**config.mk**
```make
export PLATFORM = sky130hd
export DESIGN_NAME = dfr_bram_port_arbiter
export DESIGN_NICKNAME = d
export VERILOG_FILES = /design/src/rtl/dfr_bram_port_arbiter.sv
export SDC_FILE = /design/constraint.sdc
export NUM_CORES = 1
export LEC_CHECK = 0
export BUFFER_PORTS_ARGS = -buffer_cell sky130_fd_sc_hd__buf_2
export CAP_MARGIN = 15
export CORE_MARGIN = 4
export CORE_UTILIZATION = 35
export DETAILED_ROUTE_END_ITERATION = 16
export PLACE_DENSITY_LB_ADDON = 0.2
export REMOVE_ABC_BUFFERS = 1
export SLEW_MARGIN = 20
export SYNTH_ARGS = -nofsm -noshare
export SYNTH_HDL_FRONTEND = slang
export SYNTH_SLANG_ARGS = --single-unit
export TNS_END_PERCENT = 100
```
**constraint.sdc**
```tcl
create_clock -name clk -period 3.2 [get_ports clk]
set_input_delay 0.16 -clock clk [delete_from_list [all_inputs] [get_ports clk]]
set_output_delay 0.16 -clock clk [all_outputs]
set_load 0.01 [all_outputs]
```
**src/rtl/dfr_bram_port_arbiter.sv**
```systemverilog
`default_nettype none
// ============================================================================
// Module   : dfr_bram_port_arbiter
// Purpose  : Shares a single BRAM port among NUM_REQ requesters. Round-robin
//            arbitration with an optional per-requester burst lock. Memory
//            commands are issued from registers. Read data is steered back to
//            the issuing requester after a fixed READ_LATENCY.
// Ports    : clk, rst          - clock, synchronous active-high reset
//            req/lock/wen      - per-requester request, burst lock, write enable
//            addr/wdata        - packed per-requester address / write data
//            gnt               - one-hot combinational grant
//            rvalid/rdata      - one-hot read strobe and returned data
//            mem_en/we/addr/din- registered BRAM command
//            mem_dout          - BRAM read data
//            busy              - any request pending or any command in flight
// Revision : 1.0 - initial release
// ============================================================================
module dfr_bram_port_arbiter #(
    parameter int NUM_REQ      = 3,
    parameter int ADDR_WIDTH   = 17,
    parameter int DATA_WIDTH   = 32,
    parameter int READ_LATENCY = 1
) (
    input  logic                          clk,
    input  logic                          rst,
    input  logic [NUM_REQ-1:0]            req,
    input  logic [NUM_REQ-1:0]            lock,
    input  logic [NUM_REQ-1:0]            wen,
    input  logic [NUM_REQ*ADDR_WIDTH-1:0] addr,
    input  logic [NUM_REQ*DATA_WIDTH-1:0] wdata,
    output logic [NUM_REQ-1:0]            gnt,
    output logic [NUM_REQ-1:0]            rvalid,
    output logic [DATA_WIDTH-1:0]         rdata,
    output logic                          mem_en,
    output logic                          mem_we,
    output logic [ADDR_WIDTH-1:0]         mem_addr,
    output logic [DATA_WIDTH-1:0]         mem_din,
    input  logic [DATA_WIDTH-1:0]         mem_dout,
    output logic                          busy
);

    localparam int                   c_IDX_W    = $clog2(NUM_REQ);
    localparam int                   c_SUM_W    = c_IDX_W + 1;
    localparam logic [c_SUM_W-1:0]   c_NUM_REQ  = c_SUM_W'(NUM_REQ);
    localparam logic [c_IDX_W-1:0]   c_LAST_IDX = c_IDX_W'(NUM_REQ - 1);
    localparam logic [NUM_REQ-1:0]   c_ONE      = NUM_REQ'(1);

    // Unpacked views of the per-requester buses
    logic [ADDR_WIDTH-1:0] w_addr_arr  [NUM_REQ];
    logic [DATA_WIDTH-1:0] w_wdata_arr [NUM_REQ];

    genvar gi;
    generate
        for (gi = 0; gi < NUM_REQ; gi++) begin : g_unpack
            assign w_addr_arr[gi]  = addr[gi*ADDR_WIDTH +: ADDR_WIDTH];
            assign w_wdata_arr[gi] = wdata[gi*DATA_WIDTH +: DATA_WIDTH];
        end
    endgenerate

    logic [c_IDX_W-1:0]    r_ptr;
    logic [c_IDX_W-1:0]    r_owner;
    logic                  r_owner_vld;
    logic                  r_rst_d;
    logic [READ_LATENCY:0] r_pipe_vld;
    logic [c_IDX_W-1:0]    r_pipe_id [READ_LATENCY+1];

    logic                  w_block;
    logic                  w_owner_hold;
    logic                  w_accept;
    logic                  w_rr_found;
    logic [c_IDX_W-1:0]    w_rr_idx;
    logic [c_IDX_W-1:0]    w_gnt_idx;
    logic [c_SUM_W-1:0]    w_cand_sum;
    logic [c_IDX_W-1:0]    w_cand;

    // Grants are suppressed during reset and for one cycle after it releases
    assign w_block      = rst | r_rst_d;
    assign w_owner_hold = r_owner_vld & req[r_owner] & lock[r_owner];

    // Round-robin search: first requester at or after r_ptr, wrapping
    always_comb begin
        w_rr_found = 1'b0;
        w_rr_idx   = '0;
        w_cand_sum = '0;
        w_cand     = '0;
        for (int i = 0; i < NUM_REQ; i++) begin
            w_cand_sum = {1'b0, r_ptr} + c_SUM_W'(i);
            if (w_cand_sum >= c_NUM_REQ) begin
                w_cand_sum = w_cand_sum - c_NUM_REQ;
            end
            w_cand = w_cand_sum[c_IDX_W-1:0];
            if (!w_rr_found && req[w_cand]) begin
                w_rr_found = 1'b1;
                w_rr_idx   = w_cand;
            end
        end
    end

    // A holding lock owner overrides round-robin; a released owner falls
    // back to round-robin in the same cycle.
    always_comb begin
        w_gnt_idx = w_rr_idx;
        w_accept  = w_rr_found;
        if (w_owner_hold) begin
            w_gnt_idx = r_owner;
            w_accept  = 1'b1;
        end
        if (w_block) begin
            w_accept = 1'b0;
        end
    end

    assign gnt = w_accept ? (c_ONE << w_gnt_idx) : '0;

    always_ff @(posedge clk) begin
        if (rst) begin
            r_rst_d     <= 1'b1;
            r_ptr       <= '0;
            r_owner     <= '0;
            r_owner_vld <= 1'b0;
            mem_en      <= 1'b0;
            mem_we      <= 1'b0;
            mem_addr    <= '0;
            mem_din     <= '0;
            r_pipe_vld  <= '0;
        end else begin
            r_rst_d <= 1'b0;
            mem_en  <= w_accept;
            mem_we  <= w_accept & wen[w_gnt_idx];
            // Ownership survives only while the owner keeps being accepted
            // with lock asserted; anything else releases it.
            r_owner_vld <= w_accept & lock[w_gnt_idx];
            if (w_accept) begin
                mem_addr <= w_addr_arr[w_gnt_idx];
                mem_din  <= w_wdata_arr[w_gnt_idx];
                r_owner  <= w_gnt_idx;
                r_ptr    <= (w_gnt_idx == c_LAST_IDX) ? '0 : w_gnt_idx + c_IDX_W'(1);
            end
            // Stage 0 lines up with mem_en; stage READ_LATENCY with mem_dout
            r_pipe_vld <= {r_pipe_vld[READ_LATENCY-1:0], w_accept & ~wen[w_gnt_idx]};
        end
    end

    // Requester ids ride alongside the valid bits; no reset needed
    always_ff @(posedge clk) begin
        r_pipe_id[0] <= w_gnt_idx;
        for (int i = 1; i <= READ_LATENCY; i++) begin
            r_pipe_id[i] <= r_pipe_id[i-1];
        end
    end

    assign rvalid = (r_pipe_vld[READ_LATENCY] & ~rst) ? (c_ONE << r_pipe_id[READ_LATENCY]) : '0;
    assign rdata  = mem_dout;
    assign busy   = ~w_block & ((|req) | mem_en | (|r_pipe_vld));

`ifndef SYNTHESIS
    a_gnt_onehot0: assert property (@(posedge clk) disable iff (rst) $onehot0(gnt));
    a_gnt_has_req: assert property (@(posedge clk) disable iff (rst) ((gnt & ~req) == '0));
`endif

endmodule
`default_nettype wire

```
* After elaboration in Yosys (flattened, before gate mapping)
Memories as Yosys holds them, arrays and structs flattened.
Cells that the tools add are included.
** Storage, ports and cells
- Flip-flop bits (word level) :: 59
- Bits in latches :: 0
- Bits in writable memories :: 4
- Bits in read-only memories :: 0
- Input port bits :: 190
- Output and inout bits :: 90
- Logic and storage cells :: 84
- Memories :: 1
** Memories
- r_pipe_id :: depth 2, width 2, read ports 2, clocked after memory_dff 0, wr ports 2, line 65 : logic [c_IDX_W-1:0] r_pipe_id [READ_LATENCY+1];
** Operators by class
- $add $sub $neg :: 6
- $mul :: 0
- Divide/modulo/power cells :: 0
- Order comparisons :: 9
- Equal/unequal tests :: 1
- Shifts and indexed selects :: 2
- Muxes and demuxes :: 36
- Bitwise gates (word level) :: 14
- Reduce and logical (&&, ||, !) cells :: 6
** Operator list (count)
- $bmux 32 s2 :: 1
- $mux 32 :: 2
- $bmux 17 s2 :: 1
- $mux 17 :: 2
- $mux 2 :: 8
- $lt 2x3->1 const B :: 5
- $bmux 1 s2 :: 7
- $mux 1 :: 13
- $and 1x1->1 :: 7
- $ge 3x2->1 const B :: 2
- $mux 3 :: 2
- $shl 1x2->3 const A :: 2
- $sub 2x2->2 const B :: 3
- $add 2x1->3 const B :: 1
- $add 2x2->3 const B :: 1
- $ge 3x3->1 const B :: 1
- $not 1->1 :: 3
- $not 2->3 :: 1
- $or 1x1->1 :: 3
- $reduce_or 3->1 :: 1
- $add 2x1->2 const B :: 1
- $eq 2x2->1 const B :: 1
- $ge 2x2->1 const B :: 1
- $logic_and 1x1->1 :: 2
- 2 further kinds :: 3

* Logic depth before layout (Yosys ltp)
Gate-level depths: netlist of run 1.
- Depth after elaboration :: 16
- Gate-level depth with buffers :: 11

* Least setup slack after synthesis of run 1
No wires, ideal clock.
- Path kind :: register to register
- Start :: reg r_ptr[0]
- End :: reg mem_we
- Library setup time :: 117 ps
- Arrival time :: 2248 ps
- Required time :: 3083 ps
- Setup slack :: 835 ps
- Stages on the path, launching flop included :: 9
- Buffers on the path :: 0
- Period minus slack after synthesis :: 2365 ps
- Path through :: dfxtp_1 inv_1 ha_1 or4b_1 a311oi_2 nor2_2 inv_2 mux2_2 a22o_1
** On the way
- Longest elaborated chain between the ends :: 15
** RTL lines
- start: declaration :: line 60 : logic [c_IDX_W-1:0] r_ptr;
- start signal: assignment :: line 137 : r_ptr <= (w_gnt_idx == c_LAST_IDX) ? '0 : w_gnt_idx + c_IDX_W'(1);
- branches (longest 14 deep; another with $add 2x1->3)
- $and 1x1->1 (*) :: line 129 : mem_we <= w_accept & wen[w_gnt_idx];
- end signal: assignment :: line 129
- end: declaration :: line 35 : output logic mem_we,
Mark *: on every way between the ends. The select of a mux whose other input is x is not followed.
A chain may end at the register's enable or synchronous reset.

* Worst setup path in the final report of run 1
- Start :: reg r_ptr[0]
- End :: out gnt[0]
** On the way
- Longest elaborated chain between the ends :: 14
** RTL lines
- branches (longest 13 deep; another with $add 2x1->3)
- $mux 3 (*) :: line 113 : assign gnt = w_accept ? (c_ONE << w_gnt_idx) : '0;
- end: declaration :: line 31 : output logic [NUM_REQ-1:0] gnt,
Marked as above.

==> results, run 1 <==
- After synthesis, the largest family of logic cells by area is simple AND/OR/NAND/NOR gates.
- The number of buffers inserted during clock tree synthesis is 9.
- STA classifies the critical path endpoint as an output pin.
- The maximum number of pins on one net before global-route repair is 60.
- The number of rows created at floorplan is 36.
- The worst hold path terminates at mem_din[21].
- The highest clock frequency the design can meet is 0.330 GHz.
- The wire length of the first global-routing pass is 20600 microns.
- The total number of H-tree levels is 3.
- The clock insertion delay at the later pin of the skew report is 0.34 ns.
- Summing the sequential cell areas from Yosys gives 35.3% of the chip area.
- dfxtp_1 takes more of the synthesized area than any other cell.
- Setup violations remaining at the end of the flow were counted as 0.
- The clock tree from TritonCTS is built.
- The cell total after placement is 696.
- Across the run, the number of max-cap violations was 0.
- Counting both buffers and inverters, the worst setup path holds a total of 3.
- After the first detailed-routing iteration, the DRC count stood at 269.
- In this run the critical register-to-register path is launched from r_ptr[0].
- The area growth from synthesis to layout is 31.0%.
- The worst voltage drop across the vdd grid is 0.230 mV.
- The area of the core is 9860 sq um.
- The final non-filler cell total is 714.
- The number of endpoints with negative hold slack in the final report was 0.
- For this design the static power due to leakage is 2.19 nW.
- Walking the worst path, the cells encountered are inv_1 > ha_1 > or4b_1 > a311oi_2 > nor2_4 > buf_6 > and2_1 > buf_2.
- The routed design could run at a clock period as short as 3.03 ns.
- The most common cell after layout, fill and taps aside is buf_2.
- The via count is 4022.
- Setup repair after global routing left no endpoint under its margin.
- In the final layout, the share of cells above drive strength 1 is 45.1%.
- In this design, the stage delay of the slowest critical-path cell is 0.57 ns.
- After Yosys synthesis, full adders, half adders and majority gates account for 1.40% of the synthesized area.
- The library cell contributing the largest single delay on the critical path is or4b_1.
- The relative slew slack is 61.6%.
- The library cell used as clock root buffer is clkbuf_8.
- At the pin with the least slew margin, the transition time is 0.576 ns.
- The post-route fraction of the period consumed by the critical path is 94.6%.
- The residual DRC count is 0.
- The origin of the worst min-delay path is wdata[53].
- The aggregate routed wire length is 14000 microns.
- The slack of the worst reg-to-reg path is 0.42 ns.
- The cell count of the worst hold path is 3.
- After Yosys synthesis, XOR and XNOR cells account for 0% of the synthesized area.
- The kind of cell with the highest combined delay along the critical path is simple AND/OR/NAND/NOR gates.
- The count of antenna diodes in the layout is 0.
- The clock passes through at most 2 buffers.
- For this run, the total global-route usage over all layers was measured as 22.6%.
- The initial utilization of the core area, before any placement, comes to 36.2%.
- The number of different library cells used by synthesis comes to 53.
- In this run, synthesis inferred 0 flip-flops with an integrated enable.
- The endpoint of the worst register-to-register path is mem_we.
- In the final routed layout, each cell accounts on average for 19.7 microns.
- The flow ran to the end, and the final reports show no timing, DRC or antenna violations.
- For this design, the sink count on the clock tree is 63.
- In this run the worst path has a maximum fanout of 41.
- Measured along the x axis, the die boundary spans 109 microns.
- The overflow left after global routing is 0.
- The synthesized netlist devotes 17.8% of its cell area to compound gates.
- The mean number of vias per cell is 5.63.
- Counting every instance in the synthesized netlist gives 412.
- The first TritonRoute pass finished after 5 iterations.
- The HPWL after detailed placement is 10000 microns.
- The logic depth of the worst register-to-register path is 8.
- The initial antenna violation count was 0.
- The power per unit of standard cell area is 536 nW/um^2.
- The synthesized design contains 63 register bits.
- STA puts the critical path data required time at 3.04 ns.
- The height of the die is 109 microns.
- Clock-pin slew was measured on the worst setup and hold paths at 0.07 ns.
- After synthesis, the share of flip-flops with an asynchronous set or reset is 0%.
- The kind of critical path is reg -> out.
- The number of ports placed on the die boundary is 280.
- After synthesis, the largest area contributor takes up 35.3% of total cell area.
- The top cell types in the final layout, fill and taps aside, are buf_2, nand3_1, dfxtp_1.
- After the last flow step, the layout net total stands at 770.
- STA puts the critical path data arrival time at 2.87 ns.
- On the final layout, the worst clock skew is 0.0110 ns.
- The simple-gate share of the synthesized area is 29.6%.
- The area of the die is 11900 sq um.
- In the post-synthesis netlist, the biggest area contributors are dfxtp_1, nand3_1, a32oi_1.
- The weighted congestion at the end of routability-driven global placement is 0.774.
- The detail route stage leaves a number of antenna-violating nets equal to 0.
- The total power is 2.51 mW.
- In the synthesized netlist, mux cells make up 0.631% of the area.
- The synthesized area divided by synthesized cell count is 8.66 sq um.
- In this run the tool buffered the top-level ports with 215 buffer cells.
- The cell area that synthesis handed to floorplanning was 3570 sq um.
- In this run the worst hold path is classified as in -> reg.
- The critical path startpoint category is a register.
- The number of global-route vias before repair is 3950.
- The Yosys step of the flow raised 0 warnings.
- The number of pins exceeding their max-slew limit in the final report is 0.
- The predominant post-synthesis flop cell is dfxtp_1.
## per-stage QoR
stage | util [%] | hold slack [ns] | setup TNS [ns] | worst slack, ns | instance area (sq um)
2_1_floorplan | - | 0.188 | -87.09 | -1.85 | 3070
3_3_place_gp | 45.0 | 0.310 | 0 | 0.378 | 4440
3_5_place_dp | 45.0 | 0.314 | 0 | 0.296 | 4440
4_1_cts | 47.3 | 0.0252 | 0 | 0.00779 | 4670
5_1_grt | 47.4 | 0.0275 | 0 | 0.0125 | 4680
6_report | 47.4 | 0.0436 | 0 | 0.171 | 4680
## kinds of logic (layout without fill, tap and decap cells)
family / count (synthesis) / in the layout
multiplexers: 2 / 2
AND/OR/NAND/NOR: 185 / 186
flip-flops: 63 / 63
adder cells (fa/ha/maj): 4 / 4
AO/OA/AOI/OAI: 71 / 71
buffers and inverters: 87 / 255
## where the power goes
part / internal (mW) / switching, mW
Clock: 0.481 / 0.315
Combinational: 0.288 / 0.462
Sequential: 0.899 / 0.0635
## how the worst max path moves through the flow
| stage | startpoint | endpoint | slack (ns) | cells past startpoint |
|---|---|---|---|---|
| detailed placement | r_ptr[0] | gnt[0] | 0.30 | 9 |
| finish | r_ptr[0] | gnt[0] | 0.17 | 8 |
| global placement | r_ptr[0] | gnt[0] | 0.38 | 9 |
| floorplan | r_ptr[0] | r_owner_vld | -1.85 | 9 |
| global route | r_ptr[0] | gnt[0] | 0.01 | 8 |
| CTS | r_ptr[0] | gnt[0] | 0.008 | 9 |
## Yosys cell counts, types with 2 or more instances
library cell	n
a21oi_1	4
a22o_1	2
a32oi_1	49
and2_1	2
buf_2	16
buf_4	37
buf_6	6
clkbuf_1	15
dfxtp_1	63
ha_1	4
inv_1	8
inv_2	3
nand2_1	5
nand3_1	98
nand3b_1	3
nand4_1	51
nor2_1	6
nor2b_1	3
nor4bb_1	2
o311ai_0	2
## area by class of cell
cell class | count | area (sq um)
Clock buffer | 13 | 159
Clock inverter | 3 | 65.1
Fill cell | 1000 | 5190
Inverter | 11 | 41.3
Multi-Input combinational cell | 263 | 1780
Sequential cell | 63 | 1260
Tap cell | 133 | 166
Timing Repair Buffer | 228 | 1200
## sequential cells by signal (all words and copies together), names as in the netlist
signal,flops
mem_din,32
mem_addr,17
r_pipe_id,4
r_owner,2
r_pipe_vld,2
r_ptr,2
mem_en,1
mem_we,1
r_owner_vld,1
r_rst_d,1
## what timing repair did
| item | 4_1_cts | 5_1_grt |
|---|---|---|
| hold endpoints to repair | 0 | 0 |
| resized for setup | 0 | 1 |
| cloned | 1 | 0 |
| endpoints found under the setup margin | 1 | 1 |
| hold buffers | 0 | 0 |
| buffers inserted | 0 | 1 |
| pin swaps | 1 | 1 |
## tightest hold or removal path, cell delays in order
cell	delay [ns]
buf_2	0.07
nand3_1	0.05
nand3_1	0.07
## routing by layer
layer / share of wire (%) / routed length (microns) / GRT usage (%) / vias to the layer above
met5: 0.45 / 63 / 5.36 / -
met4: 1.4 / 197 / 7.57 / 2
met3: 12 / 1620 / 11.7 / 18
met2: 46 / 6430 / 33.7 / 231
met1: 41 / 5720 / 27.5 / 1863
li1: - / - / - / 1908
(Power assumes the default switching activity.)
==> inputs of run 2 (changes only) <==
Settings changed: ABC_AREA from default to 1.
==> run 2 against run 1 <==
Compared with the run above:
- core utilization decreased by 1.2 points
- combinational power grew to 3.9 times the previous value
- maximum frequency up 9.3%
- critical path depth is 7 higher
- synthesized cell count is 80% higher
- global-route usage shrank 1.9 points
- setup slack better by 0.26 ns
- count of clock-buffer cells in the layout is the same
- hold slack gained 0.019 ns
- sequential power rose by 30%
- largest cell class unchanged
- highest routed layer is now met4
==> results, run 2 <==
- The maximum number of pins on one net before global-route repair is 58 (-3.3%).
- The slack of the worst reg-to-reg path came to 0.66 ns (+0.24 ns).
- The residual DRC count was 0 (unchanged).
- The post-CTS clock slew at the launch and capture registers of the worst setup and hold paths is 0.05 ns (-0.02 ns).
- The relative slew slack is 58.7% (-2.9 points).
- Setup repair after global routing left no endpoint under its margin.
- The worst endpoint required time was 3.04 ns (about the same).
- The number of buffers inserted by port buffering is 215 (unchanged).
- In this design, the largest share of critical-path delay is due to simple AND/OR/NAND/NOR gates.
- The endpoint of the worst register-to-register path is mem_din[19].
- The share of synthesized registers carrying an async set or reset came to 0% (unchanged).
- The stage delay of the slowest cell on the critical path is 0.39 ns (-0.18 ns).
- The top fanout value on the critical path is 26 (-37%).
- The most common cell in the netlist is nand2_1.
- In the final layout, the registers with the most flip-flops are mem_din (32), mem_addr (17), r_pipe_id (4).
- The number of global-route vias before repair is 4766 (+21%).
- The power per unit of standard cell area is 930 nW/um^2 (+73%).
- For this design, the slowest cell found on the critical path is ha_1.
- STA classifies the critical path endpoint as an output pin.
- The arithmetic-cell share of the synthesized area counting full adders, half adders and majority gates is 1.12% (-0.28 points).
- The fraction of synthesized cell area in xor and xnor cells came to 0% (unchanged).
- The number of buffers inserted during clock tree synthesis is 9 (unchanged).
- The number of enable flip-flop cells after synthesis is 0 (unchanged).
- The total negative slack for setup checks is 0 ns (unchanged).
- By area, the combinational part of the netlist is dominated by simple AND/OR/NAND/NOR gates.
- The number of endpoints with negative hold slack in the final report is 0 (unchanged).
- The number of rows created at floorplan came to 40 (+11%).
- The die span in x is 121 microns (+11%).
- The number of nets in the layout is 1090 (+42%).
- The detailed-routing wirelength on met1 is 6740 microns (+18%).
- By count the netlist is led by nand2_1, nand3_1, inv_1, dfxtp_1, buf_4.
- The logic depth of the worst register-to-register path is 16 (+8).
- The post-route fraction of the period consumed by the critical path is 86.6% (-8.1 points).
- The post-layout utilization of the core was 46.2% (-1.2 points).
- The part of the Yosys area used for sequential elements came to 28.3% (-7.0 points).
- The least setup slack across all paths after layout is 0.429 ns (+0.258 ns).
- The total number of H-tree levels is 3 (unchanged).
- The fraction of layout instances using a drive strength above 1 is 28.6% (-16 points).
- The end point of the most critical hold path is r_rst_d.
- The area of the die is 14600 sq um (+23%).
- The worst setup slack after placement was 0.613 ns (+0.317 ns).
- The synthesized flop and latch total is 63 (unchanged).
- The number of different library cells in the post-synthesis netlist was 25 (-53%).
- Walking the worst path, the cells encountered are inv_1 > ha_1 > inv_1 > nand3_1 > nand2_1 > nand2_2 > inv_2 > nand3_1 > nand3_1 > nand2_4 > nand2_1 > inv_1 > nand2_1 > inv_1 > buf_2.
- The transition time at the pin with the least slew margin is 0.616 ns (+0.0399 ns).
- The most common cell after layout, fill and taps aside is buf_2.
- The synthesized area divided by synthesized cell count is 6.01 sq um (-31%).
- The gate count after technology mapping is 741 (+80%).
- The height of the die is 121 microns (+11%).
- The leakage power is 3.46 nW (+58%).
- The simple-gate share of the synthesized area is 45.4% (+16 points).
- The worst flop-to-flop path startpoint is r_ptr[0].
- The max capacitance violation total is 0 (unchanged).
- The cell sitting at the root of the clock tree is a clkbuf_16.
- The cell repeated most along the worst path is inv_1.
- The number of ports placed on the die boundary is 280 (unchanged).
- The maximum clock insertion buffer count is 2 (unchanged).
- The register ranked first by flip-flop count is mem_din.
- The clock insertion delay at the later pin of the skew report is 0.32 ns (-0.02 ns).
- The synthesis-to-layout area growth is 26.7%.
- The final count of negative-setup-slack endpoints is 0 (unchanged).
- The aggregate routed wire length is 15000 microns (+7.1%).
- The number of buffers and inverters on the critical path is 6 (+3).
- The starting density of the core was 36.5% (+0.28 points).
- The cell total after placement is 1053 (+51%).
- The number of pins exceeding their max-slew limit in the final report is 0 (unchanged).
- The setup skew after layout is 0.00564 ns (-0.00539 ns).
- The minimum clock period after layout was 2.77 ns (-0.258 ns).
- The number of flip-flops in the largest register is 32 (unchanged).
- The detailed router's first-iteration violation count is 301 (+12%).
- The total routing resource utilization after global routing is 20.6% (-1.9 points).
- The worst voltage drop across the vdd grid is 0.564 mV (+140%).
- The cell count of the worst hold path is 1 (-2).
- The met3 layer wire length in the routed design is 1680 microns (+3.5%).
- The antenna violation net count after detailed routing came to 0 (unchanged).
- The highest clock frequency the design can meet is 0.361 GHz (+9.3%).
- The critical path in this run is classified as reg -> out.
- The mapped cell area is 4450 sq um (+25%).
- TritonCTS built the clock tree.
- The final non-filler cell total is 1069 (+50%).
- The area of the core is 12200 sq um (+24%).
- The detailed-routed wire length on met2 is 6400 microns (-0.53%).
- The overflow left after global routing is 0 (unchanged).
- The wire length of the first global-routing pass came to 24100 microns (+17%).
- The detailed-placement wirelength estimate is 11000 microns (+9.3%).
- The first-pass iteration count of the detailed router is 4 (-1).
- The worst hold margin came to 0.0628 ns (+0.0193 ns).
- The mux share of post-synthesis cell area was 0% (-0.63 points).
- The top-area cell type share of the netlist area is 28.3% (-7.0 points).
- The cell accounting for the most synthesized area is dfxtp_1.
- The count of yosys warnings during synthesis is 0 (unchanged).
- The mean number of vias per cell is 4.62 (-18%).
- The weighted congestion at the end of routability-driven global placement is 0.814 (+5.1%).
- The type of the worst min-delay path is in -> reg.
- In the layout the commonest cells are buf_2, nand2_1, nand3_1.
- The critical path startpoint category is a register.
- The top layer reached by signal wires is met4.
- The total clock sinks is 63 (unchanged).
- Yosys attributes the largest share of cell area to dfxtp_1, nand3_1, nand2_1.
- The via count came to 4941 (+23%).
- The number of buffers inserted for hold repair after clock tree synthesis came to 0 (unchanged).
- The count of antenna diodes in the layout was 0 (unchanged).
- The wire length per cell is 14.1 microns (-28%).
- Among all flip-flop cells after synthesis, the most frequent one is dfxtp_1.
- The fraction of the mapped netlist area in compound gates is 2.87% (-15 points).
- The startpoint identified for the worst hold timing path is rst.
- The arrival time of data at the critical path endpoint is 2.61 ns (-0.26 ns).
- The flow ran to the end, and the final reports show no timing, DRC or antenna violations.
- The initial antenna violation count is 0 (unchanged).
[run 2: cell types whose count changed after synthesis, sizes merged, moves of 14 or more]
cell and delta:
nor2 +14, inv +105, nand4 -51, nand2 +210
nand3 +106, a32oi -49
[run 2: logic make-up (layout without fill, tap and decap cells)]
logic type      after synthesis  count (layout)
fa+ha+maj                     4               4
flops                        63              63
simple gates                453             453
compound gates               23              23
buf+inv                     198             358
[run 2: layout make-up]
type,instances,area (sq um)
Fill cell,1394,6570
Multi-Input combinational cell,480,2220
Sequential cell,63,1260
Timing Repair Buffer,225,1190
Inverter,117,439
Clock buffer,13,260
Tap cell,168,210
Clock inverter,3,65.1
[run 2: worst max path at each step]
| stage | cells after the start | endpoint | slack [ns] | startpoint |
|---|---|---|---|---|
| floorplan | 12 | gnt[1] | -1.20 | r_ptr[0] |
| global placement | 15 | mem_addr[5] | 0.65 | r_ptr[0] |
| detailed placement | 15 | mem_din[11] | 0.61 | r_ptr[0] |
| CTS | 15 | gnt[1] | 0.26 | r_ptr[0] |
| global route | 15 | gnt[1] | 0.20 | r_ptr[0] |
| finish | 15 | gnt[1] | 0.43 | r_ptr[0] |
[run 2: worst register-to-register path: cells and delay by family (launching register included)]
family,cells,cell delay [ns]
and+or+nand+nor,11,1.20
adders and majority gates,1,0.38
buffers and inverters,4,0.55
DFF,1,0.35
[run 2: metal layers]
metal / track usage (%) / vias up
li1: - / 2598
met1: 27.4 / 2106
met2: 30.5 / 219
met3: 8.56 / 18
met4: 6.09 / 0
met5: 1.84 / -
[run 2: per-stage QoR]
step / power (mW) / area, sq um
6_report: 5.25 / 5640
2_1_floorplan: 3.11 / 3900
4_1_cts: 5.33 / 5640
3_3_place_gp: 4.26 / 5310
5_1_grt: 5.77 / 5640
3_5_place_dp: 4.25 / 5310
[run 2: repair_timing]
item	in CTS	in global routing
setup buffers	0	0
endpoints found under the setup margin	0	1
resized for setup	0	1
[run 2: report_power, final]
part           leakage (nW)  internal (mW)  switching [mW]
combinational          2.77           1.05            1.90
sequential            0.521           1.10           0.155
clock                 0.160          0.723           0.327
==> inputs of run 3 (changes only) <==
Settings changed: CTS_CLUSTER_DIAMETER from default to 200.
Clock period 3.2 ns to 2.4 ns, I/O delays scaled along.
==> run 3 against run 2 <==
Compared with the run above:
- sequential cell count unchanged
- combinational power is 49% higher
- hold slack worse by 0.049 ns
- non-clock buffer count up 19
- global-route usage about the same
- critical path depth decreased by 3
- first-iteration DRC count is 32% lower
- sequential share of layout area shrank 0.78 points
- count of clock-buffer cells in the layout rose by 2
- sequential power is 34% higher
- largest cell class unchanged
==> results, run 3 (same netlist as run 2, synthesis figures left out) <==
- The flow ran to the end, and the final reports show no timing, DRC or antenna violations.
- The height of the die is 121 microns (unchanged).
- The register ranked first by flip-flop count is mem_din.
- The worst setup path is captured at an output pin.
- On the critical path, the stage with the largest delay is an instance of dfxtp_4.
- The worst setup path is of the reg -> out kind.
- The total number of H-tree levels is 3 (unchanged).
- After layout, the worst path uses 95.2% of the clock period.
- The number of buffers inserted by port buffering was 215 (unchanged).
- The number of ports placed on the die boundary is 280 (unchanged).
- The transition time at the pin with the least slew margin is 0.382 ns (-0.234 ns).
- The total power was 7.27 mW (+39%).
- The stage delay of the slowest cell on the critical path was 0.37 ns (-0.02 ns).
- The total clock sinks is 63 (unchanged).
- The mean number of vias per cell came to 4.68 (+1.3%).
- The number of rows created at floorplan is 40 (unchanged).
- The first-pass iteration count of the detailed router is 4 (unchanged).
- The area of the die is 14600 sq um (unchanged).
- The maximum clock insertion buffer count was 2 (unchanged).
- The worst voltage drop across the vdd grid is 0.812 mV (+44%).
- The leakage power is 3.56 nW (+3.0%).
- The residual DRC count is 0 (unchanged).
- The starting density of the core is 36.5% (unchanged).
- The final count of negative-setup-slack endpoints is 0 (unchanged).
- The worst endpoint required time is 2.28 ns (-0.76 ns).
- The area of the core came to 12200 sq um (unchanged).
- The power per unit of standard cell area is 1240 nW/um^2 (+33%).
- The number of pins exceeding their max-slew limit in the final report is 0 (unchanged).
- The aggregate routed wire length is 15400 microns (+2.6%).
- The overflow left after global routing is 0 (unchanged).
- The top fanout value on the critical path is 14 (-46%).
- In this design, the largest share of critical-path delay is due to simple AND/OR/NAND/NOR gates.
- The via count is 5090 (+3.0%).
- The max capacitance violation total is 0 (unchanged).
- The relative slew slack was 74.5% (+16 points).
- The cell repeated most along the worst path is inv_2.
- The number of nets in the layout is 1109 (+1.7%).
- In the final layout, the registers with the most flip-flops are mem_din (32), mem_addr (17), r_pipe_id (4).
- The critical path startpoint category is a register.
- The number of buffers inserted for hold repair after clock tree synthesis is 0 (unchanged).
- The post-CTS clock slew at the launch and capture registers of the worst setup and hold paths is 0.05 ns (about the same).
- The min-delay analysis places its worst path in the category in -> reg.
- The maximum number of pins on one net before global-route repair is 56 (-3.4%).
- The wire length of the first global-routing pass was 23800 microns (-1.5%).
- The post-layout utilization of the core is 48.2% (+1.9 points).
- From synthesis to final layout, the design area changed by 32.1%.
- In the layout the commonest cells are buf_2, nand2_1, nand3_1.
- The detailed-placement wirelength estimate is 11500 microns (+5.1%).
- The total routing resource utilization after global routing is 20.6% (-0.047 points).
- The arrival time of data at the critical path endpoint came to 2.16 ns (-0.45 ns).
- Traced cell by cell, the critical path runs through inv_2 > ha_4 > o21ai_0 > nand2_1 > nand2_2 > inv_2 > nand3_2 > nand3_4 > nand2_4 > buf_8 > nor2_2 > buf_2.
- The count of antenna diodes in the layout was 0 (unchanged).
- The library cell used as clock root buffer is clkbuf_16.
- The fraction of layout instances using a drive strength above 1 was 31.7% (+3.0 points).
- The library cell used most frequently in the layout, excluding fill and tap cells, is buf_2.
- The detailed router's first-iteration violation count is 204 (-32%).
- The wire length per cell is 14.2 microns (+0.91%).
- The die span in x is 121 microns (unchanged).
- TritonCTS built the clock tree.
- The number of buffers inserted during clock tree synthesis was 9 (unchanged).
- The worst path needs 2.28 ns of the cycle, external delays included.
- Setup repair after global routing could not meet its margin everywhere.
- The antenna violation net count after detailed routing is 0 (unchanged).
- The number of endpoints with negative hold slack in the final report is 0 (unchanged).
- The initial antenna violation count is 0 (unchanged).
- The weighted congestion at the end of routability-driven global placement came to 0.853 (+4.8%).
- The number of buffers and inverters on the critical path is 4 (-2).
- The number of global-route vias before repair came to 4671 (-2.0%).
- The clock insertion delay at the later pin of the skew report is 0.32 ns (about the same).
- For this run, the top clock speed supported by timing is 0.438 GHz.
- The setup skew after layout is 0.00377 ns (-0.00188 ns).
- The number of flip-flops in the largest register is 32 (unchanged).
-- run 3: cell types whose count changed in the layout (fill, tap and decap cells not counted), moves of 3 or more --
cell	previous run	this run
buf_4	7	20
inv_1	110	105
inv_2	6	11
buf_12	3	6
nand2_1	211	208
-- run 3: metal layers --
metal  up-vias  track usage (%)  routed length [microns]
met5         -             1.84                        0
met2       225             30.5                     6550
met3        18             8.61                     1630
li1       2632                -                        -
met4         0             6.16                      245
met1      2215             27.2                     7000
-- run 3: where the power goes --
part	internal, mW	switching (mW)
Clock	0.778	0.427
Sequential	1.47	0.210
Combinational	1.75	2.64
Total	4.00	3.28
-- run 3: cell type report --
cell class                      instances  area, sq um
Clock buffer                           15          278
Tap cell                              168          210
Timing Repair Buffer                  244         1400
Fill cell                            1371         6330
Multi-Input combinational cell        480         2280
Sequential cell                        63         1270
Inverter                              117          439
-- run 3: timing repair --
item,in CTS,in global routing
gates resized for setup,14,16
gates cloned,0,1
setup buffers,1,8
endpoints found under the setup margin,3,5
pin swaps,1,8
-- run 3: metrics by stage --
step                      cells  instance area, sq um  TNS, ns  hold WS (ns)  worst slack (ns)
after global routing       1087                  5880  -0.0227        0.0164           -0.0168
after floorplan             660                  3900  -101.78         0.148             -1.99
final                      1087                  5880        0        0.0139             0.115
after global placement     1062                  5410        0         0.240             0.157
after detailed placement   1062                  5410        0         0.240             0.113
after CTS                  1078                  5750        0       0.00420           0.00979
-- run 3: worst paths after layout --
check,cells after the start,end,slack [ns],start
worst max-delay path,12,gnt[0],0.12,r_ptr[0]
worst min-delay path,1,r_rst_d,0.01,rst
worst max register to register,16,mem_din[11],0.18,r_ptr[0]
worst min register to register,0,r_pipe_id[0][3],0.33,r_pipe_id[0][1]
